===== src/rtl/bottling_line_ctrl_pkg.sv =====
// Shared definitions for the bottling line station controller:
// state codes, fault codes and default parameters.
package bottling_line_ctrl_pkg;

   typedef enum logic [2:0] {
      ST_IDLE       = 3'd0,
      ST_ADVANCE    = 3'd1,
      ST_FILL       = 3'd2,
      ST_SEAL       = 3'd3,
      ST_RELEASE    = 3'd4,
      ST_BATCH_HALT = 3'd5,
      ST_FAULT      = 3'd6
   } state_t;

   typedef enum logic [1:0] {
      FC_NONE    = 2'd0,
      FC_FILL_TO = 2'd1,
      FC_SEAL_TO = 2'd2,
      FC_CORK    = 2'd3
   } fault_code_t;

   localparam int DEF_BATCH_SIZE   = 65;
   localparam int DEF_FILL_TIMEOUT = 200;
   localparam int DEF_SEAL_TIMEOUT = 50;
   localparam int DEF_TIMER_W      = 8;

endpackage


===== src/rtl/bottling_line_ctrl_line_timer.sv =====
// Saturating step timer: cleared on state entry, counts cycles spent
// in the current state.
module line_timer #(
   parameter int W = 8
) (
   input  logic         i_clk,
   input  logic         i_rst_n,
   input  logic         i_clr,
   input  logic         i_en,
   output logic [W-1:0] o_value
);

   logic [W-1:0] r_value;

   always_ff @(posedge i_clk or negedge i_rst_n) begin
      if (!i_rst_n) begin
         r_value <= '0;
      end else if (i_clr) begin
         r_value <= '0;
      end else if (i_en && (r_value != {W{1'b1}})) begin
         r_value <= r_value + 1'b1;
      end
   end

   assign o_value = r_value;

endmodule


===== src/rtl/bottling_line_ctrl.sv =====
// One bottling station: advance, fill, seal, release, with batch
// counting, stop handling and coded step-timeout faults.
module bottling_line_ctrl
   import bottling_line_ctrl_pkg::*;
#(
   parameter int BATCH_SIZE   = DEF_BATCH_SIZE,
   parameter int FILL_TIMEOUT = DEF_FILL_TIMEOUT,
   parameter int SEAL_TIMEOUT = DEF_SEAL_TIMEOUT,
   parameter int TIMER_W      = DEF_TIMER_W
) (
   input  logic       CLK,
   input  logic       RST,
   input  logic       START,
   input  logic       STOP,
   input  logic       ACK_FAULT,
   input  logic       BOTTLE_AT_FILL,
   input  logic       LEVEL_OK,
   input  logic       SEAL_DONE,
   input  logic       CORK_EMPTY,
   output logic       CONVEYOR_EN,
   output logic       VALVE_OPEN,
   output logic       SEAL_CMD,
   output logic       BATCH_DONE,
   output logic       FAULT,
   output logic [1:0] FAULT_CODE,
   output logic [6:0] count,
   output logic [2:0] state
);

   localparam logic [6:0]         BS_C      = 7'(BATCH_SIZE);
   localparam logic [TIMER_W-1:0] FILL_TO_C = TIMER_W'(FILL_TIMEOUT);
   localparam logic [TIMER_W-1:0] SEAL_TO_C = TIMER_W'(SEAL_TIMEOUT);

   state_t       r_state;
   fault_code_t  r_code;
   logic [6:0]   r_count;
   logic         r_stop_pending;
   logic         r_conv;
   logic         r_valve;
   logic         r_seal;
   logic         r_batch_done;
   logic         r_fault;
   fault_code_t  r_fcode;

   state_t       w_state_nxt;
   fault_code_t  w_code_nxt;
   logic [6:0]   w_count_nxt;
   logic         w_stop_nxt;
   logic         w_seal_fire;
   logic         w_entry;
   logic         w_timer_clr;
   logic [TIMER_W-1:0] w_timer;

   line_timer #(.W(TIMER_W)) u_timer (
      .i_clk   (CLK),
      .i_rst_n (RST),
      .i_clr   (w_timer_clr),
      .i_en    (1'b1),
      .o_value (w_timer)
   );

   assign w_entry     = (w_timer == '0);
   assign w_timer_clr = (w_state_nxt != r_state);

   always_comb begin
      w_state_nxt = r_state;
      w_code_nxt  = r_code;
      w_count_nxt = r_count;
      w_stop_nxt  = r_stop_pending;
      w_seal_fire = 1'b0;
      unique case (r_state)
         ST_IDLE: begin
            if (START && !STOP) w_state_nxt = ST_ADVANCE;
         end
         ST_ADVANCE: begin
            if (BOTTLE_AT_FILL) w_state_nxt = ST_FILL;
            else if (STOP)      w_state_nxt = ST_IDLE;
         end
         ST_FILL: begin
            if (LEVEL_OK) begin
               w_state_nxt = ST_SEAL;
            end else if (w_timer == FILL_TO_C) begin
               w_state_nxt = ST_FAULT;
               w_code_nxt  = FC_FILL_TO;
            end
         end
         ST_SEAL: begin
            // An empty magazine is only sampled as the seal step opens
            if (w_entry && CORK_EMPTY) begin
               w_state_nxt = ST_FAULT;
               w_code_nxt  = FC_CORK;
            end else begin
               w_seal_fire = w_entry;
               if (SEAL_DONE) begin
                  w_state_nxt = ST_RELEASE;
                  if (r_count != BS_C) w_count_nxt = r_count + 7'd1;
               end else if (w_timer == SEAL_TO_C) begin
                  w_state_nxt = ST_FAULT;
                  w_code_nxt  = FC_SEAL_TO;
               end
            end
         end
         ST_RELEASE: begin
            if (!BOTTLE_AT_FILL) begin
               if (r_count == BS_C)               w_state_nxt = ST_BATCH_HALT;
               else if (r_stop_pending || STOP)   w_state_nxt = ST_IDLE;
               else                               w_state_nxt = ST_ADVANCE;
            end
         end
         ST_BATCH_HALT: begin
            if (START) begin
               w_state_nxt = ST_ADVANCE;
               w_count_nxt = '0;
            end
         end
         ST_FAULT: begin
            if (ACK_FAULT) begin
               w_state_nxt = ST_IDLE;
               w_code_nxt  = FC_NONE;
            end
         end
         default: w_state_nxt = ST_IDLE;
      endcase
      if (w_state_nxt == ST_IDLE) begin
         w_stop_nxt = 1'b0;
      end else if (STOP && ((r_state == ST_FILL) ||
                            (r_state == ST_SEAL) ||
                            (r_state == ST_RELEASE))) begin
         w_stop_nxt = 1'b1;
      end
   end

   // Actuator registers are driven from the present state, so they lag it
   always_ff @(posedge CLK or negedge RST) begin
      if (!RST) begin
         r_state        <= ST_IDLE;
         r_code         <= FC_NONE;
         r_count        <= '0;
         r_stop_pending <= 1'b0;
         r_conv         <= 1'b0;
         r_valve        <= 1'b0;
         r_seal         <= 1'b0;
         r_batch_done   <= 1'b0;
         r_fault        <= 1'b0;
         r_fcode        <= FC_NONE;
      end else begin
         r_state        <= w_state_nxt;
         r_code         <= w_code_nxt;
         r_count        <= w_count_nxt;
         r_stop_pending <= w_stop_nxt;
         r_conv         <= (r_state == ST_ADVANCE) ||
                           (r_state == ST_RELEASE);
         r_valve        <= (r_state == ST_FILL);
         r_seal         <= w_seal_fire;
         r_batch_done   <= (r_state == ST_BATCH_HALT);
         r_fault        <= (r_state == ST_FAULT);
         r_fcode        <= (r_state == ST_FAULT) ? r_code : FC_NONE;
      end
   end

   assign CONVEYOR_EN = r_conv;
   assign VALVE_OPEN  = r_valve;
   assign SEAL_CMD    = r_seal;
   assign BATCH_DONE  = r_batch_done;
   assign FAULT       = r_fault;
   assign FAULT_CODE  = r_fcode;
   assign count       = r_count;
   assign state       = r_state;

endmodule


===== config.mk =====
export PLATFORM = sky130hd
export DESIGN_NAME = bottling_line_ctrl
export DESIGN_NICKNAME = d
export VERILOG_FILES = /design/src/rtl/bottling_line_ctrl_pkg.sv /design/src/rtl/bottling_line_ctrl_line_timer.sv /design/src/rtl/bottling_line_ctrl.sv
export SDC_FILE = /design/constraint.sdc
export NUM_CORES = 1
export LEC_CHECK = 0
export CORE_ASPECT_RATIO = 0.5
export CORE_MARGIN = 10
export CORE_UTILIZATION = 27
export CTS_BUF_LIST = sky130_fd_sc_hd__clkbuf_4 sky130_fd_sc_hd__clkbuf_8
export CTS_CLUSTER_DIAMETER = 40
export DETAILED_ROUTE_END_ITERATION = 7
export GPL_TIMING_DRIVEN = 0
export PLACE_DENSITY = 0.49
export SETUP_SLACK_MARGIN = 0.1
export SYNTH_ARGS = -nofsm -noshare
export SYNTH_HDL_FRONTEND = slang
export SYNTH_SLANG_ARGS = --single-unit

===== constraint.sdc =====
create_clock -name CLK -period 3.55 [get_ports CLK]
set_input_delay 0.71 -clock CLK [delete_from_list [all_inputs] [get_ports CLK]]
set_output_delay 0.71 -clock CLK [all_outputs]
set_load 0.02 [all_outputs]

==> impl.org, run 1 <==
** Power and ir drop
- Total Power Consumption :: ~1.5 mW
- Across the VDD grid, the largest voltage drop is between 0.2 and 0.25 mV.
- Static leakage power :: just under 0.9 nW
- In this run the power density over the cells is approximately 700 nW/um2.

** Yosys
- Cell types occupying the most area after synthesis :: sky130_fd_sc_hd__dfrtp_1 41%, sky130_fd_sc_hd__a31oi_1 4.4%, sky130_fd_sc_hd__nor2_1 3.8%
- Number of flip-flops and latches in the synthesized netlist :: 28
- Synth unique cells :: 52
- Synthesized net count :: slightly below 200
- Sequential cell area fraction in the yosys report :: 41.4%
- The synthesized design contains 0 enable-type register cells.
- In this run the cell area of the synthesized design comes to 1690 um2.
- In the synthesized netlist, the number of instances is 179.
- Summed over its instances, the top area cell type makes up between 40 and 50% of the synthesized netlist area.
- Yosys instantiated no cell more often than sky130_fd_sc_hd__dfrtp_1.
- Dividing the synthesized area by the synthesized cell count gives between 9 and 10 um2.
- Synthesis warning total :: 0
- Main flop type after synthesis :: sky130_fd_sc_hd__dfrtp_1
- Sorting the synthesized cells by how often they occur yields 28 x sky130_fd_sc_hd__dfrtp_1, 17 x sky130_fd_sc_hd__nor2_1, 12 x sky130_fd_sc_hd__a31oi_1.
- In the synthesized netlist the async set-or-reset flop fraction comes to 100%.
- Synth area leader :: sky130_fd_sc_hd__dfrtp_1

** GRT
- Global routing used 8.86% of the available tracks across all layers.
- The number of antenna violations at the first check in global routing is 0.
- The number of global-route vias before repair is 1452.
- The first global-routing pass estimated approximately 7500 um of wire.
- Entering global routing, the biggest net connects 29 pins.
- The total overflow left after global routing is 0.

** Critical path
- Data arrival at the endpoint of the critical path :: 2460 ps
- WS Path Type :: in2reg
- The worst setup path is captured at a flop.
- Kind of launch point of the worst setup path :: primary input
- In this run the worst setup path begins at START.
- In this run the worst path has a maximum fanout of 8.
- For the worst flop-to-flop path, the logic depth is 5.
- Reg2reg start :: u_timer.o_value[3]$_DFFE_PN0P_
- Endpoint of the worst-slack reg-to-reg timing path :: u_timer.o_value[6]$_DFFE_PN0P_
- Critical path endpoint :: u_timer.o_value[3]$_DFFE_PN0P_
- Data required time of the critical path :: 3690 ps
- Across all register-to-register paths, the minimum setup slack is between 1000 and 1500 ps.

** Clock network
- Insertion delay to the later sink of the worst-skew pair :: 290 ps
- Clock-pin slew on the worst setup and hold paths :: roughly 110 ps
- The clock drives 28 sinks.
- Clock Path Buffers :: 2
- Total setup buffers inserted after CTS :: 0
- H-tree level count :: 1
- After clock tree synthesis, the flow added hold-fix buffers numbering 0.
- Number of buffers inserted during clock tree synthesis :: 3
- Quantity of gates resized following cts :: 0
- The tree is rooted in a sky130_fd_sc_hd__clkbuf_8.
- TritonCTS built the clock tree.

** Routing
- In the routed layout, each cell is associated on average with a via count of ~5.
- Residual antenna-violating net count after detailed routing :: 0
- After the first detailed-routing iteration, the DRC count stood at slightly above 100.
- For this block, the via count after detailed routing is approximately 1500.
- First-pass DRT Iterations :: 4
- Routed wire per std cell :: around 15 um
- For this run, design rule violations remaining after detail routing come to 0.
- Final WL :: 4460 um

** STA
- Worst slew pin tran :: 653 ps
- Post-layout minimum cycle time :: between 2000 and 2500 ps
- For this run, the top clock speed supported by timing is between 0.4 and 0.5 GHz.
- Final Cycle Share :: 65.4%
- Number of max-slew violations in the final report :: 0
- Between clock sinks in the finished design, the worst skew comes to between 7 and 8 ps.
- Post-route setup TNS :: 0 ps
- Unrepaired setup endpoints after global routing :: false
- Setup violations remaining at the end of the flow were counted as 0.
- In this run the tightest slew margin relative to its limit is 56.5%.
- The number of failing hold endpoints at the final stage came to 0.

** Die
- Std-Cell Core Area :: around 6100 um2
- Starting Density :: 27.9%
- The initialized floorplan defines 20 standard-cell rows.
- 26 I/O pins were placed.
- Horizontal extent of the die :: 132 um
- The die covers 10000 um2.
- Die outline height :: roughly 76 um

** Layout
- Synth-to-layout area growth :: 25.2%
- Total number of nets in the final design :: approximately 220
- Layout cells sized above 1 :: under 10%
- Once layout is complete, the utilization of the core stands at between 30% and 40%.
- Antenna Diode Count :: 0

** Hold path
- Class of the tightest hold or removal check :: in2async

** Place
- Port Buffers :: 25
- Weighted congestion at the end of routability-driven global placement :: roughly 0.82
- Final HPWL from detailed placement :: between 3000 and 4000 um

** Run
- Max-capacitance violation count :: 0

** Run status
- The flow ran to the end, and the final reports show no timing, DRC or antenna violations.
==> metal layers <==
layer	global-route usage, %	part of all wire, %	wire length, um	vias up
met2	14.5	47	2100	29
met4	2.43	0.87	39	0
li1	-	-	-	739
met1	11.5	48	2160	707
met5	0	0	0	-
met3	1.84	3.8	168	4
==> registers in the layout, summed over array words and instances (netlist names) <==
register / flops
BATCH_DONE: 1
CONVEYOR_EN: 1
FAULT: 1
FAULT_CODE: 2
SEAL_CMD: 1
VALVE_OPEN: 1
count: 7
r_code: 2
r_stop_pending: 1
state: 3
u_timer.o_value: 8
==> cell families (layout without fill, tap and decap cells) <==
group                      count (synthesis)  after routing  share of synthesized area (%)
AOI/OAI and AO/OA                         58             58                           25.5
DFF                                       28             28                           41.4
muxes                                      1              1                          0.591
xor gates and xnor gates                   3              3                           1.55
buffers and inverters                     14             43                           3.25
adders and majority gates                  5              5                           3.69
and+or+nand+nor                           70             70                           24.1
==> power breakdown <==
group / total (mW) / leakage [nW] / switching [mW] / internal (mW)
clock: 0.263 / 0.0357 / 0.112 / 0.151
sequential: 0.467 / 0.372 / 0.0702 / 0.397
combinational: 0.779 / 0.482 / 0.465 / 0.314
total: 1.51 / 0.890 / 0.647 / 0.863
==> cell type report <==
class,instances,area (um2)
fill,625,3960
buffer,9,36.3
inverter,5,18.8
clock buffer,3,41.3
timing repair buffer,25,245
tap,88,110
multi-input combinational,137,938
clock inverter,1,30.0
sequential,28,701
==> how the worst min path moves through the flow <==
| stage | startpoint | endpoint | slack (ps) | cells after the start |
|---|---|---|---|---|
| final | RST | state[0]$_DFF_PN0_ | 440 | 1 |
| after global routing | RST | state[0]$_DFF_PN0_ | 480 | 1 |
| after CTS | r_code[0]$_DFFE_PN0P_ | r_code[0]$_DFFE_PN0P_ | 520 | 2 |
| after detailed placement | r_code[0]$_DFFE_PN0P_ | r_code[0]$_DFFE_PN0P_ | 490 | 2 |
| after global placement | r_code[0]$_DFFE_PN0P_ | r_code[0]$_DFFE_PN0P_ | 490 | 2 |
| after floorplan | RST | BATCH_DONE$_DFF_PN0_ | 410 | 0 |
==> worst max-delay path: stages <==
cell and delay [ps]:
sky130_fd_sc_hd__clkdlybuf4s50_1 540, sky130_fd_sc_hd__or3b_2 450, sky130_fd_sc_hd__a211oi_1 340, sky130_fd_sc_hd__a211oi_1 150, sky130_fd_sc_hd__o211ai_4 200, sky130_fd_sc_hd__a211oi_1 80
==> through the flow <==
step / instances / setup WS (ps) / hold WS, ps / area, um2
finish: 296 / 1230 / 443 / 2120
global route: 296 / 1120 / 482 / 2120
CTS: 296 / 1240 / 516 / 2130
detailed placement: 292 / 929 / 492 / 2050
global placement: 292 / 947 / 492 / 2050
floorplan: 179 / 1500 / 414 / 1690
==> placed cells by master, fill, tap and decap left out, types with 2 or more instances in the layout <==
master and n:
sky130_fd_sc_hd__ha_1 5, sky130_fd_sc_hd__or4_4 2, sky130_fd_sc_hd__a21o_1 2, sky130_fd_sc_hd__or3b_2 2
sky130_fd_sc_hd__a2bb2oi_1 2, sky130_fd_sc_hd__o21a_1 2, sky130_fd_sc_hd__nor2b_1 2, sky130_fd_sc_hd__a31oi_1 12
sky130_fd_sc_hd__nor3_1 5, sky130_fd_sc_hd__or2_1 2, sky130_fd_sc_hd__and2_1 4, sky130_fd_sc_hd__a211oi_1 5
sky130_fd_sc_hd__clkbuf_1 7, sky130_fd_sc_hd__inv_1 5, sky130_fd_sc_hd__nand2b_1 2, sky130_fd_sc_hd__dfrtp_1 28
sky130_fd_sc_hd__nor4_1 2, sky130_fd_sc_hd__o22ai_1 2, sky130_fd_sc_hd__o41ai_1 2, sky130_fd_sc_hd__buf_2 3
sky130_fd_sc_hd__a31o_1 2, sky130_fd_sc_hd__and3_1 9, sky130_fd_sc_hd__xnor2_1 2, sky130_fd_sc_hd__clkdlybuf4s50_1 24
sky130_fd_sc_hd__clkbuf_8 3, sky130_fd_sc_hd__nor4b_1 2, sky130_fd_sc_hd__nand3_1 4, sky130_fd_sc_hd__nand4b_1 2
sky130_fd_sc_hd__o21ai_0 6, sky130_fd_sc_hd__nor2_1 17, sky130_fd_sc_hd__a311oi_2 2, sky130_fd_sc_hd__a21oi_1 10
sky130_fd_sc_hd__nand2_1 7
Note: power is estimated with default switching activity, not from simulation.
==> run 2, diff against run 1 <==
--- a/config.mk
+++ b/config.mk
@@ -12,7 +12,7 @@
 export CTS_CLUSTER_DIAMETER = 40
 export DETAILED_ROUTE_END_ITERATION = 7
 export GPL_TIMING_DRIVEN = 0
-export PLACE_DENSITY = 0.49
+export PLACE_DENSITY = 0.5
 export SETUP_SLACK_MARGIN = 0.1
 export SYNTH_ARGS = -nofsm -noshare
 export SYNTH_HDL_FRONTEND = slang
==> constraint.sdc (replaced) <==
create_clock -name CLK -period 2.1 [get_ports CLK]
set_input_delay 0.42 -clock CLK [delete_from_list [all_inputs] [get_ports CLK]]
set_output_delay 0.42 -clock CLK [all_outputs]
set_load 0.02 [all_outputs]
==> run 2 against run 1 <==
Flip-flop and latch count unchanged; sequential power increased by 68%; register-to-register slack got worse by 1300 ps; combinational power increased by 100%; worst hold slack got worse by 290 ps; clock power increased by 24%; sequential share of layout area decreased by 1.8 points; clock skew increased by 0.87 ps; design area increased by 6.1%; via count increased by 5.5%; first-iteration DRC count increased by 28%.
==> impl.org, run 2 (synthesis gave the netlist of run 1 again) <==
** Place
- The estimated wirelength of the detail-placed design came to 3240 um (was 3310 um).
- Weighted congestion at the end of routability-driven global placement :: 0.804 (was 0.817)
- Port Buffers :: 25 (unchanged)
- Number of placed instances with taps included :: 292 (unchanged)

** Die
- The initial cell density of the core is 27.9% (unchanged).
- The area of the core region came to 6080 um2 (unchanged).
- The y dimension of the die is 76.0 um (unchanged).
- Die footprint :: 10000 um2 (unchanged)
- Rows :: 20 (unchanged)
- Horizontal extent of the die :: 132 um (unchanged)
- Number of top-level pins :: 26 (unchanged)

** Layout
- Layout cells sized above 1 :: 19.6% (was 8.65%)
- Most frequent standard cell in the layout excluding fill and tap cells :: sky130_fd_sc_hd__dfrtp_1 (unchanged)
- The core occupancy in the finished layout is 37.0% (was 34.9%).
- Leading cell types in the layout, fill and taps excluded :: 27 x sky130_fd_sc_hd__dfrtp_1, 23 x sky130_fd_sc_hd__clkdlybuf4s50_1, 14 x sky130_fd_sc_hd__nor2_1 (was 28 x sky130_fd_sc_hd__dfrtp_1, 24 x sky130_fd_sc_hd__clkdlybuf4s50_1, 17 x sky130_fd_sc_hd__nor2_1)
- The flip-flop count of the largest register, all copies and words added was 8 (unchanged).
- The register area came to 702 um2 (was 701 um2).
- The area taken by multi-input logic gates was 990 um2 (was 938 um2).
- Antenna Diode Count :: 0 (unchanged)
- Total number of nets in the final design :: 234 (was 223)
- Synth-to-layout area growth :: 32.8% (was 25.2%)
- The count of filler cells inserted in the layout is 612 (was 625).
- Number of cells in the finished layout apart from fillers :: 307 (was 296)

** Clock network
- Clock Path Buffers :: 2 (unchanged)
- The clock tree from TritonCTS was yes (unchanged).
- Clock Root Buffer :: sky130_fd_sc_hd__clkbuf_8 (unchanged)
- The worst-skew pair later-pin latency was 280 ps (was 290 ps).
- Number of buffers inserted during clock tree synthesis :: 3 (unchanged)
- The quantity of hold-fixing buffers added after cts was 0 (unchanged).
- Clock net sink count :: 28 (unchanged)
- The clock-pin slew of the registers on the worst-case setup and hold paths came to 100 ps (was 110 ps).
- H-tree level count :: 1 (unchanged)

** STA
- Final worst clock skew :: 8.18 ps (was 7.30 ps)
- Final Cycle Share :: between 90 and 100%
- Number of failing setup endpoints in the final timing report :: 0 (unchanged)
- Unrepaired setup endpoints after global routing: true (was false).
- Worst slew pin tran :: 647 ps (was 653 ps)
- The smallest clock period supported by the final layout is computed as around 2100 ps.
- Static timing analysis puts the maximum clock frequency at roughly 0.5 GHz.
- The relative max-transition margin was 56.9% (was 56.5%).
- The final-report max-slew violation count came to 0 (unchanged).
- The number of failing hold endpoints at the final stage was 0 (unchanged).

** Critical path
- The sort of element at the end of the critical path is a flop (unchanged).
- Cells along the critical path: or4_4 -> or4_4 -> a21oi_4 -> o211ai_4 -> buf_4 -> nor2_1 (was clkdlybuf4s50_1 -> or3b_2 -> a211oi_1 -> a211oi_1 -> o211ai_4 -> a211oi_1).
- The worst stage delay on the critical path was 550 ps (was 540 ps).
- The last element of the critical path is u_timer.o_value[2]$_DFFE_PN0P_ (was u_timer.o_value[3]$_DFFE_PN0P_).
- Critical-path top delay cell :: sky130_fd_sc_hd__or4_4 (was sky130_fd_sc_hd__clkdlybuf4s50_1)
- The critical path launch point is u_timer.o_value[3]$_DFFE_PN0P_ (was START).
- The arrival time at the worst endpoint was 2270 ps (was 2460 ps).
- The startpoint of the lowest-slack register-to-register path was u_timer.o_value[3]$_DFFE_PN0P_ (unchanged).
- Data required time of the critical path :: 2310 ps (was 3690 ps)
- The startpoint-to-endpoint class of the critical path is reg2reg (was in2reg).
- The endpoint of the worst-slack reg-to-reg timing path was u_timer.o_value[2]$_DFFE_PN0P_ (was u_timer.o_value[6]$_DFFE_PN0P_).
- The register-to-register setup slack is 40 ps (was 1340 ps).
- The cell type with the highest occurrence count on the critical path is sky130_fd_sc_hd__or4_4 (was sky130_fd_sc_hd__a211oi_1).
- The category of the worst setup path launch point was a flop (was primary input).
- Worst r2r path cells :: 6 (was 5)
- Worst-path fanout max :: 6 (was 8)

** GRT
- The global-route usage over all layers was 8.95% (was 8.86%).
- Via count of the first global-routing pass :: 1518 (was 1452)
- Total congestion overflow :: 0 (unchanged)
- The pin count of the biggest net entering global routing is 29 (unchanged).
- Initial antenna violation count :: 0 (unchanged)
- The first-pass GRT wire length came to 7740 um (was 7520 um).

** Hold path
- The kind of path behind the tightest hold check was in2async (unchanged).

** Power and ir drop
- Static leakage power :: 0.963 nW (was 0.890 nW)
- The clock share of power came to 12.2% (was 17.4%).
- The internal power summed over all cells was 1.50 mW (was 863 uW).
- The post-route total power is 2.68 mW (was 1.51 mW).
- Fraction of power consumed by sequential logic :: 29.3% (was 30.9%)
- Power per cell area :: 1190 nW/um2 (was 712 nW/um2)
- Part of the total power dissipated in combinational logic :: 58.5% (was 51.6%)
- Switching power share of the total :: 43.9% (was 42.9%)
- Switching Power :: 1.18 mW (was 647 uW)
- Largest vdd supply drop :: 0.334 mV (was 0.215 mV)

** Routing
- Final WL :: 4610 um (was 4460 um)
- The residual antenna-violating net count after detailed routing was 0 (unchanged).
- DRC violation count after routing :: 0 (unchanged)
- The detailed route wirelength on metal3 came to 158 um (was 168 um).
- Initial detailed-routing violation count :: 129 (was 101)
- The total via count in the routed design came to 1560 (was 1479).
- Highest metal used :: met4 (unchanged)
- The met1 wire length is 2170 um (was 2160 um).
- Average via count per standard cell :: 5.08 (was 5.00)
- The wire length per cell is 15.0 um (was 15.1 um).
- The routed length on met2 was 2230 um (was 2100 um).
- First-pass DRT Iterations :: 4 (unchanged)

** Run status
- Outcome :: finished clean (unchanged)

** Run
- Max-capacitance violation count :: 0 (unchanged)
## run 2: changes by cell type in the layout (fill, tap and decap cells not counted), sizes merged
cell and change:
buf +11, bufinv -1, clkbuf +1, clkdlybuf4s50 -1, dlymetal6s2s +1
## run 2: area by class of cell
type | count | area share (%)
Multi-Input combinational cell | 137 | 44.0
Sequential cell | 28 | 31.2
Timing Repair Buffer | 36 | 14.8
Tap cell | 88 | 4.89
Clock buffer | 4 | 2.17
Buffer | 9 | 2.06
Inverter | 5 | 0.834
## run 2: power groups by stage
stage	Clock (mW)	Combinational (mW)	Sequential, mW
2_1_floorplan	0	0.818	0.875
4_1_cts	0.344	1.42	0.782
6_report	0.326	1.57	0.786
5_1_grt	0.367	1.71	0.809
3_3_place_gp	0	1.31	0.798
3_5_place_dp	0	1.32	0.799
## run 2: routing by layer
layer	global-route usage (%)	vias to the layer above
met5	0	-
met4	2.32	0
met3	1.84	4
met2	14.6	29
met1	11.7	768
li1	-	759
## run 2: critical path: cells and delay by family (launching register included)
family	cells	cell delay [ps]
simple gates	3	1080
flops	1	410
compound gates	2	320
buf+inv	1	190
## run 2: worst min path at each step
stage,from,to,slack [ps],cells past startpoint
6_report,RST,state[0]$_DFF_PN0_,150,1
5_1_grt,RST,state[0]$_DFF_PN0_,210,1
4_1_cts,r_code[0]$_DFFE_PN0P_,r_code[0]$_DFFE_PN0P_,520,2
3_5_place_dp,r_code[0]$_DFFE_PN0P_,r_code[0]$_DFFE_PN0P_,500,2
3_3_place_gp,r_code[0]$_DFFE_PN0P_,r_code[0]$_DFFE_PN0P_,490,2
2_1_floorplan,RST,BATCH_DONE$_DFF_PN0_,120,0
## run 2: through the flow
stage	setup slack, ps	hold slack, ps	TNS (ps)	area [um2]
5_1_grt	-35.5	205	-85.6	2250
2_1_floorplan	108	124	0	1700
3_5_place_dp	-207	498	-2830	2060
4_1_cts	-5.67	522	-9.37	2180
6_report	43.4	153	0	2250
3_3_place_gp	-194	491	-2350	2060
## run 2: repair_timing
item,4_1_cts,5_1_grt
endpoints found under the setup margin,17,18
pin swaps,2,12
resized for setup,5,19
gates cloned,0,0
hold endpoints to repair,0,0
buffers inserted,6,5
